<file path="config.mk">
export PLATFORM = sky130hd
export DESIGN_NAME = conv_enc_tx
export DESIGN_NICKNAME = d
export VERILOG_FILES = /design/src/rtl/conv_enc_tx.sv
export SDC_FILE = /design/constraint.sdc
export NUM_CORES = 1
export LEC_CHECK = 0
export ABC_AREA = 1
export BUFFER_PORTS_ARGS = -buffer_cell sky130_fd_sc_hd__buf_2
export CAP_MARGIN = 0
export CORE_MARGIN = 2
export CORE_UTILIZATION = 30
export CTS_CLUSTER_SIZE = 24
export DETAILED_ROUTE_END_ITERATION = 12
export PLACE_DENSITY = 0.49
export RECOVER_POWER = 25
export SYNTH_ARGS = -nofsm -noshare
export SYNTH_HDL_FRONTEND = slang
export SYNTH_SLANG_ARGS = --single-unit
</file>
<file path="constraint.sdc">
create_clock -name clk -period 1.4 [get_ports clk]
set_input_delay 0.28 -clock clk [delete_from_list [all_inputs] [get_ports clk]]
set_output_delay 0.28 -clock clk [all_outputs]
set_load 0.02 [all_outputs]
</file>
<file path="src/rtl/conv_enc_tx.sv">
// Rate-1/2 K=3 (7,5 octal) convolutional encoder with frame tail and one-deep output buffer.
// Optional CONV_ENC_ERR_INJ_EN adds err_mask[1:0], XORed into every loaded symbol.
module conv_enc_tx #(
  parameter int FRAME_LEN = 6
) (
  input  logic       clk,
  input  logic       rst,
  input  logic       in_valid,
  output logic       in_ready,
  input  logic       in_bit,
  output logic       out_valid,
  input  logic       out_ready,
  output logic [1:0] sym_out,
  output logic       sym_tail,
  output logic       frame_done
`ifdef CONV_ENC_ERR_INJ_EN
  ,
  input  logic [1:0] err_mask
`endif
);

  localparam int CW = (FRAME_LEN < 2) ? 1 : $clog2(FRAME_LEN + 1);

  typedef enum logic [1:0] {IDLE, DATA, TAIL, FLUSH} state_t;

  state_t        state_q, state_d;
  logic [1:0]    enc_q, enc_d;
  logic [CW-1:0] bit_cnt_q, bit_cnt_d;
  logic          tail_cnt_q, tail_cnt_d;
  logic          out_valid_q, out_valid_d;
  logic [1:0]    sym_q, sym_d;
  logic          tail_q, tail_d;
  logic          done_q, done_d;

  logic       slot_free;
  logic       accept;
  logic       u;
  logic [1:0] code;
  logic [1:0] mask;

`ifdef CONV_ENC_ERR_INJ_EN
  assign mask = err_mask;
`else
  assign mask = 2'b00;
`endif

  assign slot_free = !out_valid_q || out_ready;
  assign in_ready  = ((state_q == IDLE) || (state_q == DATA)) && slot_free;
  assign accept    = in_valid && in_ready;
  // Tail symbols are encoded with u=0; outside an accept u is don't-care.
  assign u         = accept ? in_bit : 1'b0;
  assign code      = {u ^ enc_q[1] ^ enc_q[0], u ^ enc_q[0]};

  always_comb begin
    state_d     = state_q;
    enc_d       = enc_q;
    bit_cnt_d   = bit_cnt_q;
    tail_cnt_d  = tail_cnt_q;
    out_valid_d = out_valid_q;
    sym_d       = sym_q;
    tail_d      = tail_q;
    done_d      = 1'b0;

    if (out_valid_q && out_ready) out_valid_d = 1'b0;

    case (state_q)
      IDLE, DATA: begin
        if (accept) begin
          out_valid_d = 1'b1;
          sym_d       = code ^ mask;
          tail_d      = 1'b0;
          enc_d       = {u, enc_q[1]};
          if (bit_cnt_q == CW'(FRAME_LEN - 1)) begin
            bit_cnt_d = '0;
            state_d   = TAIL;
          end else begin
            bit_cnt_d = bit_cnt_q + CW'(1);
            state_d   = DATA;
          end
        end
      end
      TAIL: begin
        if (slot_free) begin
          out_valid_d = 1'b1;
          sym_d       = code ^ mask;
          tail_d      = 1'b1;
          enc_d       = {1'b0, enc_q[1]};
          tail_cnt_d  = ~tail_cnt_q;
          if (tail_cnt_q) state_d = FLUSH;
        end
      end
      FLUSH: begin
        // Encoder is back at 00 here; wait for the last tail to leave.
        if (out_valid_q && out_ready) begin
          done_d     = 1'b1;
          tail_cnt_d = 1'b0;
          state_d    = IDLE;
        end
      end
      default: state_d = IDLE;
    endcase
  end

  always_ff @(posedge clk) begin
    if (rst) begin
      state_q     <= IDLE;
      enc_q       <= 2'b00;
      bit_cnt_q   <= '0;
      tail_cnt_q  <= 1'b0;
      out_valid_q <= 1'b0;
      sym_q       <= 2'b00;
      tail_q      <= 1'b0;
      done_q      <= 1'b0;
    end else begin
      state_q     <= state_d;
      enc_q       <= enc_d;
      bit_cnt_q   <= bit_cnt_d;
      tail_cnt_q  <= tail_cnt_d;
      out_valid_q <= out_valid_d;
      sym_q       <= sym_d;
      tail_q      <= tail_d;
      done_q      <= done_d;
    end
  end

  assign out_valid  = out_valid_q;
  assign sym_out    = sym_q;
  assign sym_tail   = tail_q;
  assign frame_done = done_q;

endmodule

</file>
Word-level counts from Yosys, hierarchy flattened:

Cells that the tools add are included.

* $add $sub $neg: 1
* multipliers: 0
* div/mod/pow operators: 0
* order comparisons: 0
* eq/ne operators: 8
* shift operators: 0
* multiplexer cells: 25
* bitwise gates (word level): 5
* reduce and logical (&&, ||, !) cells: 15

Operator list (count)
* two-way mux 2 bit: 9
* two-way mux 1 bit: 9
* != test 2 bit (second input constant): 4
* one-hot mux 2 bit (2 select lines): 2
* one-hot mux 1 bit (2 select lines): 3
* one-hot mux 2 bit (3 select lines): 1
* AND reduction 3 bit: 2
* equality test 2 bit (second input constant): 2
* AND reduction 4 bit: 1
* nonzero test 2 bit: 2
* OR reduction 2 bit: 2
* adder 3 x 1 -> 3 bit (second input constant): 1
* equality test 3 bit (second input constant): 1
* logical AND 1 bit: 3
* two-way mux 3 bit: 1
* bitwise XOR 1 bit: 3
* equality test 2 x 1 -> 1 bit (second input constant): 1
* logical NOT 2 bit: 1
* logical OR 1 bit: 2
* inverter 1 bit: 2
* AND reduction 2 bit: 1
* logical NOT 1 bit: 1

* flip-flop bits (word level): 13
* latch bits: 0
* bits in writable memories: 0
* bits in read-only memories: 0
* input port bits: 5
* output and inout bits: 6
* memories: 0

Depth between registers and ports, before layout:

* depth in word-level cells: 9
* gate-level depth with buffers: 8

Least setup slack after synthesis:

OpenSTA, ideal clock, no wires.

* path type: register to output
* from: reg out_valid_q, in the netlist out_valid
* to: out in_ready
* arrival time: 906 ps
* data required time: 1120 ps
* slack: 214 ps
* cell stages (with the launch flop): 4
* path through: dfxtp_1 nand2_2 inv_1 nor2_1

* word-level cells in the longest chain between the ends: 3

RTL lines
* start: declaration: RTL line 30 `logic out_valid_q, out_valid_d;`
* start signal: assignment: RTL line 119 `out_valid_q <= out_valid_d;`
* logical NOT 1 bit: RTL line 47 `assign slot_free = !out_valid_q || out_ready;`
* logical OR 1 bit: RTL line 47
* logical AND 1 bit: RTL line 48 `assign in_ready = ((state_q == IDLE) || (state_q == DATA)) && slot_free;`
* end: declaration: RTL line 9 `output logic in_ready,`

Every way passes these cells.

Worst setup path after layout:

Ends and elaborated chain as after synthesis.

==> results.ini <==
[status]
outcome = completed

[layout]
multiInputGateArea_um2 = 286.5
fill_cells = 224
drive_above_1_share_pct = 18.63
regArea_um2 = 261.5
antenna_cells = 0
finalNetCount = 108
final_cell_mix = 23 x nand2_1, 13 x inv_1, 12 x dfxtp_1
final_util_pct = 36.98
final_common_cell = nand2_1
syn2layout_area_growth_pct = 18.83
final_cells = 129

[placed_design]
gp_congestion = 0.8373
numPortBuffers = 10
dp_hpwl_um = 927.9
place_inst = 125

[die]
io-pin-count = 11
die_h_um = 48.65
die_w_um = 48.65
rows = 16
dieArea_mm2 = 0.002367
initial_utilization_pct = 31.12
core_area_mm2 = 0.001922

[critical_path]
path_max_fanout = 9
rr_worst_depth = 6
worst_setup_path_end_kind = output port
cp_data_arrival_time_ps = 1050
crit_type = reg2out
r2r-end = state_q[0]$_SDFFE_PP0P_
critPathRequiredTime_ps = 1120
crit_start = out_valid$_SDFF_PP0_
r2r_setup_slack_ps = 240
rr_startpoint = state_q[1]$_SDFFE_PP0P_
critPathLaunchType = flop

[grt]
antenna_found_initial = 0
grt.overflow.total = 0
first_global_vias = 471
grt_start_max_net_pins = 11
grt_usage_pct = 11.43
grt_pass1_wl_um = 2076

[power_and_ir_drop]
power.density_mw_per_mm2 = 1014
peakVddDrop_v = 0.0005243
finalPower_uw = 720.7
p_leak_uw = 0.0003386

[worst_hold_path]
min_path_type = in2reg
hold_path_end = frame_done$_SDFF_PP0_
min_delay_path_depth = 3
hold_path_startpoint = out_ready

[yosys]
synth_top_area_share_pct = 43.51
netlist_area_um2 = 598.1
postSynthAreaPerCell_um2 = 6.720
synth_cells = 89
synthTopCellsByArea = dfxtp_1 44%, nand2_1 14%, inv_1 8.2%
synth_top_area_cell = dfxtp_1
ys_ff_latch = 13
ys_seq_area_share_pct = 43.51
synth_cell_types = 15
syn-num-nets = 94
yosysWarningCount = 0

[routing]
ant_nets = 0
drt_pass1_iterations = 4
first_iter_violations = 21
routed_wl_um = 1230
viasPerCell = 4.380
drc_errors = 0
wire_per_inst_um = 9.535
vias = 565

[timing]
min_period_over_period_pct = 94.90
rsz0062_at_grt = no
fin_crit_ps = 1329
final.setup.tns_ps = 0
maxSlewHeadroom_pct = 83.41
finalSetupViolations = 0
finalHoldViolations = 0
clock.fmax_ghz = 0.7526
hold_ws_ps = 290.2
worst_slew_pin_slew_ps = 249.9
slew_viol_final = 0
skew_ps = 1.688

[clocking]
cts_setup_buffers = 0
cts.sinks = 13
cts_root_buf = clkbuf_4
htreeDepth = 1
cts_tree = done
numCtsBuffers = 3
clk_latency_ps = 280
clk_pin_slew_ps = 80
clockBufferDepth = 2

[job]
maxCapViolations = 0

## Yosys cell counts (all sizes together)
master,n
a21oi,9
clkbuf,1
dfxtp,13
inv,14
nand2,27
nand3,6
nand4,2
nor2,8
nor3,4
o21ai,5
## report_power, final
group	switching [µW]	leakage, µW	internal [µW]
logic	58.2	0.000217	29.7
clock network	126	0.0000150	110
registers	10.7	0.000106	385
## worst max-delay path: stages, from the launching register on
cell,delay [ps]
dfxtp_2,350
nand2_4,110
inv_1,70
nor2_1,100
buf_4,150
## registers in the layout, summed over array words and instances, names as in the netlist
register    flops
bit_cnt_q       3
enc_q           2
frame_done      1
out_valid       1
state_q         2
sym_out         2
sym_tail        1
tail_cnt_q      1
## cells by family (layout without fill, tap and decap cells)
logic type / count (synthesis) / after routing / share of synthesized area (%)
compound gates: 14 / 14 / 11.71
simple gates: 47 / 47 / 35.36
buf+inv: 15 / 28 / 9.414
flops: 13 / 13 / 43.51
## cell type report
class | count | area share, %
Clock buffer | 4 | 3.697
Inverter | 14 | 7.394
Multi-Input combinational cell | 61 | 40.32
Sequential cell | 13 | 36.80
Tap cell | 27 | 4.754
Timing Repair Buffer | 10 | 7.042
## worst max-delay path by stage
stage / depth (start not counted) / end
finish: 4 / in_ready
floorplan: 3 / in_ready
global route: 4 / in_ready
CTS: 4 / in_ready
detailed placement: 6 / in_ready
global placement: 6 / in_ready
## layer usage
layer  vias up  wire, µm  track usage (%)
li1        309         -                -
met1       237       644            16.44
met2        17       478            14.61
met3         2       100            6.173
met4         0         7            2.857
met5         -         0                0
## what timing repair did
item	in CTS	in global routing
gates cloned	0	0
setup endpoints to repair	1	1
hold buffers	0	0
pin swaps	0	1
resized for setup	2	1
## per-stage QoR
step | cell area (µm²) | worst slack, ps
after global placement | 678.2 | 217.5
after floorplan | 598.1 | 214.4
after global routing | 710.7 | 5.220
final | 710.7 | 71.34
after detailed placement | 678.2 | 198.1
after CTS | 710.7 | 30.89
No activity file was read; power rests on OpenSTA's default activity.
